File: config.mk
export PLATFORM = sky130hd
export DESIGN_NAME = absval_rr_arb
export DESIGN_NICKNAME = d
export VERILOG_FILES = /design/src/rtl/absval_pkg.sv /design/src/rtl/absval_rr_arb_rr_pick.sv /design/src/rtl/absval_rr_arb.sv
export SDC_FILE = /design/constraint.sdc
export NUM_CORES = 1
export LEC_CHECK = 0
export BUFFER_PORTS_ARGS = -buffer_cell sky130_fd_sc_hd__buf_4
export CAP_MARGIN = 20
export CORE_UTILIZATION = 44
export CTS_CLUSTER_SIZE = 8
export DETAILED_ROUTE_END_ITERATION = 7
export PLACE_DENSITY = 0.85
export SLEW_MARGIN = 20
export SYNTH_ARGS = -nofsm -noshare
export SYNTH_HDL_FRONTEND = slang
export SYNTH_HIERARCHICAL = 1
export SYNTH_SLANG_ARGS = --single-unit
File: constraint.sdc
create_clock -name clk -period 3.75 [get_ports clk]
set_input_delay 0.75 -clock clk [delete_from_list [all_inputs] [get_ports clk]]
set_output_delay 0.75 -clock clk [all_outputs]
set_load 0.01 [all_outputs]
File: src/rtl/absval_pkg.sv
// ---------------------------------------------------------------------------
// absval_pkg
// Shared definitions for the absolute-value datapath and its consumers.
//   N_DEF / M_DEF : default sample width and requester count
//   ABS_MAX_W     : widest sample abs_sat can process
//   abs_sat()     : saturating two's-complement magnitude, returns {sat, mag}
// ---------------------------------------------------------------------------
package absval_pkg;

    localparam int N_DEF     = 8;
    localparam int M_DEF     = 4;
    localparam int ABS_MAX_W = 32;

    // The sample is passed sign-extended to ABS_MAX_W bits together with its
    // true width w, so one function serves every instance width. The caller
    // keeps the low w bits of the magnitude; bit ABS_MAX_W is the sat flag.
    // The most negative value has no positive counterpart in w bits and is
    // clamped to the largest positive value.
    function automatic logic [ABS_MAX_W:0] abs_sat(
        input logic signed [ABS_MAX_W-1:0] x,
        input int unsigned                 w
    );
        logic signed [ABS_MAX_W-1:0] minv;
        minv = {ABS_MAX_W{1'b1}} << (w - 1);
        if (x == minv) begin
            abs_sat = {1'b1, ~minv};
        end else if (x[ABS_MAX_W-1]) begin
            abs_sat = {1'b0, -x};
        end else begin
            abs_sat = {1'b0, x};
        end
    endfunction

endpackage

File: src/rtl/absval_rr_arb_rr_pick.sv
// ---------------------------------------------------------------------------
// rr_pick
// Combinational round-robin selector. Scans req starting at ptr and wrapping
// modulo M; the first set bit wins.
//   req   in  M    request vector
//   ptr   in  IDW  index with highest priority this cycle (must be < M)
//   grant out M    one-hot winner, zero when no request
//   idx   out IDW  encoded winner, zero when no request
//   any   out 1    at least one request present
// ---------------------------------------------------------------------------
module rr_pick #(
    parameter  int M   = 4,
    localparam int IDW = $clog2(M)
) (
    input  logic [M-1:0]   req,
    input  logic [IDW-1:0] ptr,
    output logic [M-1:0]   grant,
    output logic [IDW-1:0] idx,
    output logic           any
);

    int   j;
    logic found;

    always_comb begin
        grant = '0;
        idx   = '0;
        found = 1'b0;
        j     = 0;
        for (int k = 0; k < M; k++) begin
            // ptr < M and k < M, so a single subtraction suffices for the
            // wrap, which also covers non-power-of-two M.
            j = int'(ptr) + k;
            if (j >= M) begin
                j = j - M;
            end
            if (!found && req[j]) begin
                found    = 1'b1;
                grant[j] = 1'b1;
                idx      = IDW'(j);
            end
        end
        any = found;
    end

endmodule

File: src/rtl/absval_rr_arb.sv
// ---------------------------------------------------------------------------
// absval_rr_arb
// Shares one saturating absolute-value unit among M requesters with a
// round-robin grant and a single tagged output register.
//   clk        in  1     clock
//   rst        in  1     asynchronous active-high reset
//   req_valid  in  M     per-requester valid
//   req_data   in  M*N   signed sample of requester i at [i*N +: N]
//   req_ready  out M     one-hot accept (zero when nothing is accepted)
//   out_valid  out 1     output register holds a result
//   out_data   out N     unsigned magnitude
//   out_id     out IDW   requester index of out_data
//   out_sat    out 1     sample was the most negative value
//   out_ready  in  1     consumer takes the output this cycle
// ---------------------------------------------------------------------------
module absval_rr_arb
    import absval_pkg::*;
#(
    parameter  int N   = N_DEF,
    parameter  int M   = M_DEF,
    localparam int IDW = $clog2(M)
) (
    input  logic             clk,
    input  logic             rst,
    input  logic [M-1:0]     req_valid,
    input  logic [M*N-1:0]   req_data,
    output logic [M-1:0]     req_ready,
    output logic             out_valid,
    output logic [N-1:0]     out_data,
    output logic [IDW-1:0]   out_id,
    output logic             out_sat,
    input  logic             out_ready
);

    logic [IDW-1:0]          ptr;
    logic [M-1:0]            grant_p0;
    logic [IDW-1:0]          idx_p0;
    logic                    any_p0;
    logic                    can_load;
    logic                    accept_p0;
    logic signed [N-1:0]     samp_p0;
    logic [ABS_MAX_W:0]      abs_p0;
    logic [IDW-1:0]          ptr_nxt;

    rr_pick #(.M(M)) u_pick (
        .req   (req_valid),
        .ptr   (ptr),
        .grant (grant_p0),
        .idx   (idx_p0),
        .any   (any_p0)
    );

    // Stage p0: grant and magnitude, all combinational
    assign can_load  = ~out_valid | out_ready;
    assign accept_p0 = can_load & any_p0 & ~rst;
    // rst gating keeps req_ready low while reset holds the register empty.
    assign req_ready = accept_p0 ? grant_p0 : '0;
    assign samp_p0   = req_data[idx_p0*N +: N];
    assign abs_p0    = abs_sat(ABS_MAX_W'(samp_p0), N);
    assign ptr_nxt   = (idx_p0 == IDW'(M - 1)) ? '0 : idx_p0 + 1'b1;

    // Stage p1: output register
    always_ff @(posedge clk or posedge rst) begin
        if (rst) begin
            out_valid <= 1'b0;
            out_data  <= '0;
            out_id    <= '0;
            out_sat   <= 1'b0;
            ptr       <= '0;
        end else if (accept_p0) begin
            out_valid <= 1'b1;
            out_data  <= abs_p0[N-1:0];
            out_id    <= idx_p0;
            out_sat   <= abs_p0[ABS_MAX_W];
            ptr       <= ptr_nxt;
        end else if (out_valid && out_ready) begin
            out_valid <= 1'b0;
        end
    end

endmodule

Word level (Yosys, flattened, before mapping). Index checks and enable logic that the tools add are counted.

Bits in latches: 0. Logic and storage cells: 91. Input port bits: 39. Bits in registers: 14. Memory bits (read-only): 0. Memories kept: 0. RAM bits: 0.

Div/mod/pow operators: 0. Eq/ne operators: 2. Bitwise logic cells: 8. Reductions and logical operators: 12. Shifts and indexed selects: 1. Order comparisons: 12. Add/subtract/negate cells: 9. Multiplexer cells: 42. Multiply operators: 0.

Operators with widths (count): $mux 32 (5); $ge 32x1->1 const B (4); $lt 32x4->1 const B (4); $ge 32x4->1 const B (3); $sub 32x4->32 const B (3); $mux 33 (1); $neg 8->32 (1); $shiftx 32x6->8 (1); $mux 4 (5); $mux 1 (18); $or 4x4->4 (3); $mux 2 (5); $bmux 1 s2 (4); $demux 1 s2 (4); $eq 8x8->1 const B (1); $logic_and 1x1->1 (8); $add 2x2->3 const B (2); $sub 2x3->4 const B (1); $add 2x1->3 const B (1); $ge 2x3->1 const B (1); $logic_not 1->1 (3); $add 2x1->2 const B (1); $and 1x1->1 (2); $eq 2x2->1 const B (1); 3 further kinds (4).

Logic depth before layout (Yosys ltp).
Depth in word-level cells: 19. Gate-level depth with buffers: 16. Depth with buffers taken out: 12.

Hierarchy. The synthesis kept the hierarchy.

Modules (own cells, without submodules): absval_rr_arb (area an instance 968.4 um^2, instances 1, cells an instance 94, seq. area each 350.3 um^2); rr_pick (area an instance 460.4 um^2, instances 1, cells an instance 48, seq. area each 0.0 um^2).

Worst setup path before layout. No wires, ideal clock.

Path type: input port to flip-flop. From: in req_valid[2]. To: reg out_data[5]. Buffers on the path: 2. Arrival time: 3.562 ns. Stages: 9. Path slack: 0.058 ns. Cells stage by stage: mux4_1 -> clkbuf_1 -> o31ai_1 -> buf_6 -> mux4_2 -> or3_4 -> o31ai_4 -> xor2_1 -> a21oi_1.

Cells in the longest elaborated chain, start to end: 17. Elaborated cells between the ends (all ways): 33. Those cells by class: add/sub (1); eq/ne (1); shift (1); mux (22); bitwise (2); reduce/logical (6).

RTL lines: start, declared (RTL line absval_rr_arb.sv:25) `input logic [M-1:0] req_valid,`; $bmux 1 s2 (RTL line absval_rr_arb_rr_pick.sv:37) `if (!found && req[j]) begin`; $mux 1 (not written as such) (2 in series) (RTL line absval_rr_arb_rr_pick.sv:37); $mux 1 (RTL line absval_rr_arb_rr_pick.sv:37); $logic_not 1->1 (RTL line absval_rr_arb_rr_pick.sv:37); $logic_and 1x1->1 (RTL line absval_rr_arb_rr_pick.sv:37); $mux 1 (RTL line absval_rr_arb_rr_pick.sv:37); $logic_not 1->1 (RTL line absval_rr_arb_rr_pick.sv:37); $logic_and 1x1->1 (RTL line absval_rr_arb_rr_pick.sv:37); $mux 1 (RTL line absval_rr_arb_rr_pick.sv:37); $logic_not 1->1 (RTL line absval_rr_arb_rr_pick.sv:37); $logic_and 1x1->1 (RTL line absval_rr_arb_rr_pick.sv:37); $mux 2 (*) (RTL line absval_rr_arb_rr_pick.sv:37); named net idx_p0[0] (RTL line absval_rr_arb.sv:37) `logic [IDW-1:0] idx_p0;`; $shiftx 32x6->8 (*) (RTL line absval_rr_arb.sv:58) `assign samp_p0 = req_data[idx_p0*N +: N];`; $neg 8->32 (RTL line absval_pkg.sv:28) `abs_sat = {1'b0, -x};`; $mux 32 (RTL line absval_pkg.sv:27) `end else if (x[ABS_MAX_W-1]) begin`; $mux 33 (*) (RTL line absval_pkg.sv:25) `if (x == minv) begin`; end signal, assigned (RTL line absval_rr_arb.sv:72) `out_data <= abs_p0[N-1:0];`; end, declared (RTL line absval_rr_arb.sv:29) `output logic [N-1:0] out_data,`.

The timed path passes the listed nets; every way through them passes the cells marked *. The select of a mux whose other input is x is not followed. A chain may end at the register's enable or synchronous reset.

Worst setup path after layout.
From: reg ptr[0]. To: reg out_data[2].

Cells in the longest elaborated chain, start to end: 19. Elaborated cells between the ends (all ways): 48. Those cells by class: add/sub (8); order compare (4); eq/ne (1); shift (1); mux (26); bitwise (2); reduce/logical (6).

RTL lines: start, declared (RTL line absval_rr_arb.sv:35) `logic [IDW-1:0] ptr;`; start signal, assigned (RTL line absval_rr_arb.sv:75) `ptr <= ptr_nxt;`; parallel branches: the longest is 14 deep, another holds $sub 32x4->32; $mux 2 (*) (RTL line absval_rr_arb_rr_pick.sv:37); named net idx_p0[0] (RTL line absval_rr_arb.sv:37); $shiftx 32x6->8 (*) (RTL line absval_rr_arb.sv:58); $neg 8->32 (RTL line absval_pkg.sv:28); $mux 32 (RTL line absval_pkg.sv:27); $mux 33 (*) (RTL line absval_pkg.sv:25).

Mark *: on every way through the listed nets, which the timed path passes. The select of a mux whose other input is x is not followed.

==> results.py <==
metrics = {
    "layout": {
        "layout_common_cells": "68 x buf_4, 17 x nand2_1, 15 x nor2_1, 14 x dfrtp_1, 10 x ha_1",
        "layout-drive-gt1-share": 0.413,
        "post-route-util": 0.645,
        "antennaDiodeCount": 0,
        "multiInputGateArea_um2": 1010,
        "final_common_cell": "buf_4",
        "final.fill_count": 246,
        "seqCellArea_um2": 350,
        "syn2layout_area_growth_pct": 38.9,
        "fin_nets": 256,
        "instances_no_fill": 250,
    },
    "global_route": {
        "track_usage": 0.211,
        "grt_pass1_wl_um": 5440,
        "grt_pass1_vias": 1202,
        "grt_max_degree": 18,
        "gr-total-overflow": 0,
        "antenna_found_initial": 0,
    },
    "timing": {
        "hold_violations": 0,
        "finalSetupTns_ns": 0,
        "rsz0062_at_grt": "false",
        "drv_slew": 0,
        "setup_viol": 0,
        "whs_ns": 0.447,
        "setup_ws_ns": 0.177,
        "skew_ns": 0.0135,
        "min_period_over_period": 0.953,
        "relSlewSlack": 0.644,
        "clock.fmax_mhz": 280,
        "finalCriticalPeriod_ns": 3.57,
        "worst_slew_pin_slew_ns": 0.531,
    },
    "routing": {
        "postRouteAntennaNets": 0,
        "first_pass_iters": 4,
        "viasPerCell": 5.42,
        "routed_wl_um": 3520,
        "drt_iter0_markers": 56,
        "wl_per_cell_um": 14.1,
        "route.vias.total": 1356,
        "drcViolationCount": 0,
    },
    "logic_synthesis": {
        "netlist_area_um2": 1430,
        "syn_inst": 142,
        "synth_cell_types": 33,
        "synth_fp_nets": 191,
        "ys_warn_count": 6,
        "ys_ff_latch": 14,
        "seq_area_frac_synth": 0.245,
        "synth_edf_count": 0,
        "synthFlopType": "dfrtp_1",
        "async_flop_share": 1.00,
        "avgSynthCellArea_um2": 10.1,
    },
    "power_and_ir_drop": {
        "leakagePower_nw": 0.950,
        "power.density_nw_per_um2": 937,
        "ir_drop_mv": 0.528,
    },
    "cts": {
        "cts_max_path_buffers": 2,
        "ctsHtreeMaxLevel": 1,
        "clk_pin_slew_ns": 0.10,
        "tritoncts": "yes",
        "clock_latency_ns": 0.30,
        "cts_hold_buf": 0,
        "clock_sinks": 14,
        "cts_setup_buffers": 0,
        "cts.root.buffer_cell": "clkbuf_4",
        "numCtsBuffers": 3,
    },
    "floorplan": {
        "core_area_um2": 3080,
        "initial_core_util": 0.464,
        "die_area_um2": 3480,
        "io_pins": 55,
        "die_x_um": 59.0,
        "row_count": 20,
        "fp.dieH_um": 59.0,
    },
    "worst_setup_path": {
        "cpPeakStageDelay_ns": 0.61,
        "arrival_ns": 3.78,
        "cp_top_family": "multiplexers",
        "cp_num_buf_inv": 2,
        "end_kind": "register",
        "cp_max_fo": 6,
        "worstPathRequired_ns": 3.96,
        "criticalPathCategory": "reg -> reg",
        "critPathLaunchType": "register",
        "crit_path_cell_trace": "inv_1, ha_1, mux4_2, and2b_2, o21ai_0, o31ai_2, buf_4, mux4_1, nor2_1, nand4_1, and2_1, a21oi_1",
        "crit_slowest_cell": "mux4_1",
    },
    "flow_run": {
        "drv_cap": 0,
    },
    "place": {
        "io_buffers": 54,
        "hpwl_um": 2890,
        "pre_cts_slack_ns": 0.0397,
        "placedCellCount": 246,
        "gp_congestion": 0.843,
    },
    "worst_hold_path": {
        "min_path_type": "in -> async",
    },
    "status": {
        "outcome": "finished, final reports clean",
    },
}
[tightest hold or removal path: cells and delay by family]
kind | cells | cell delay (ns)
buffers and inverters | 3 | 0.37
[layout make-up]
type	instances	share of cell area
Multi-Input combinational cell	113	0.507
Timing Repair Buffer	68	0.257
Tap cell	44	0.0277
Sequential cell	14	0.177
Clock buffer	4	0.0183
Inverter	7	0.0132
[metrics by stage]
stage | power (mW) | instance area, um2
2_1_floorplan | 1.31 | 1430
3_3_place_gp | 1.67 | 1950
3_5_place_dp | 1.73 | 1950
4_1_cts | 1.85 | 1980
5_1_grt | 2.00 | 1980
6_report | 1.86 | 1980
[sequential cells by signal (all words and copies together) (netlist names)]
signal     cells
out_data       8
out_id         2
ptr            2
out_sat        1
out_valid      1
[synthesized netlist by cell type (2+ instances only)]
cell type / count / area [um2]
nand3_1: 2 / 10.0
nor2b_1: 2 / 12.5
mux2i_1: 2 / 20.0
mux2_2: 2 / 22.5
xor2_1: 2 / 17.5
nor2_1: 15 / 56.3
o31ai_1: 3 / 22.5
a21oi_1: 7 / 35.0
buf_6: 3 / 33.8
xnor2_1: 2 / 17.5
a22oi_1: 8 / 60.1
dfrtp_1: 14 / 350
ha_1: 10 / 125
clkbuf_1: 5 / 18.8
mux4_1: 8 / 210
nand2_1: 17 / 63.8
nand4_1: 2 / 12.5
inv_1: 7 / 26.3
mux4_2: 5 / 113
nand2b_1: 2 / 12.5
o21ai_0: 7 / 35.0
and3_1: 2 / 12.5
and2_1: 5 / 31.3
[what timing repair did]
action,4_1_cts,5_1_grt
endpoints found under the setup margin,0,1
hold endpoints to repair,0,0
gates resized for setup,0,1
[power by group]
part	switching [mW]	internal, mW
combinational	0.744	0.742
sequential	0.0430	0.216
clock	0.0553	0.0592
total	0.842	1.02
[metal layers]
metal / vias to the layer above / track usage / wire length [um]
li1: 660 / - / -
met1: 642 / 0.274 / 1540
met5: - / 0 / 0
met3: 2 / 0.0459 / 158
met2: 52 / 0.354 / 1800
met4: 0 / 0.0612 / 16
[worst paths after layout]
check | startpoint | to | slack [ns] | depth (start not counted)
setup reg to reg | ptr[0] | out_data[2] | 0.18 | 12
hold reg to reg | out_data[6] | out_data[6] | 0.49 | 2
setup / recovery | ptr[0] | out_data[2] | 0.18 | 12
min in group clk | out_data[6] | out_data[6] | 0.49 | 2
max in group asynchronous | rst | out_valid | 3.10 | 3
hold / removal | rst | out_data[0] | 0.45 | 3
[kinds of logic (layout without fill, tap and decap cells)]
kind of cell    count (synthesis)  in the layout  share of synthesized area
buf+inv                        15             79                     0.0552
fa+ha+maj                      10             10                     0.0876
simple gates                   52             52                      0.187
xor+xnor                        4              4                     0.0245
flops                          14             14                      0.245
compound gates                 30             30                      0.145
mux                            17             17                      0.256
Note: power is estimated with default switching activity, not from simulation.
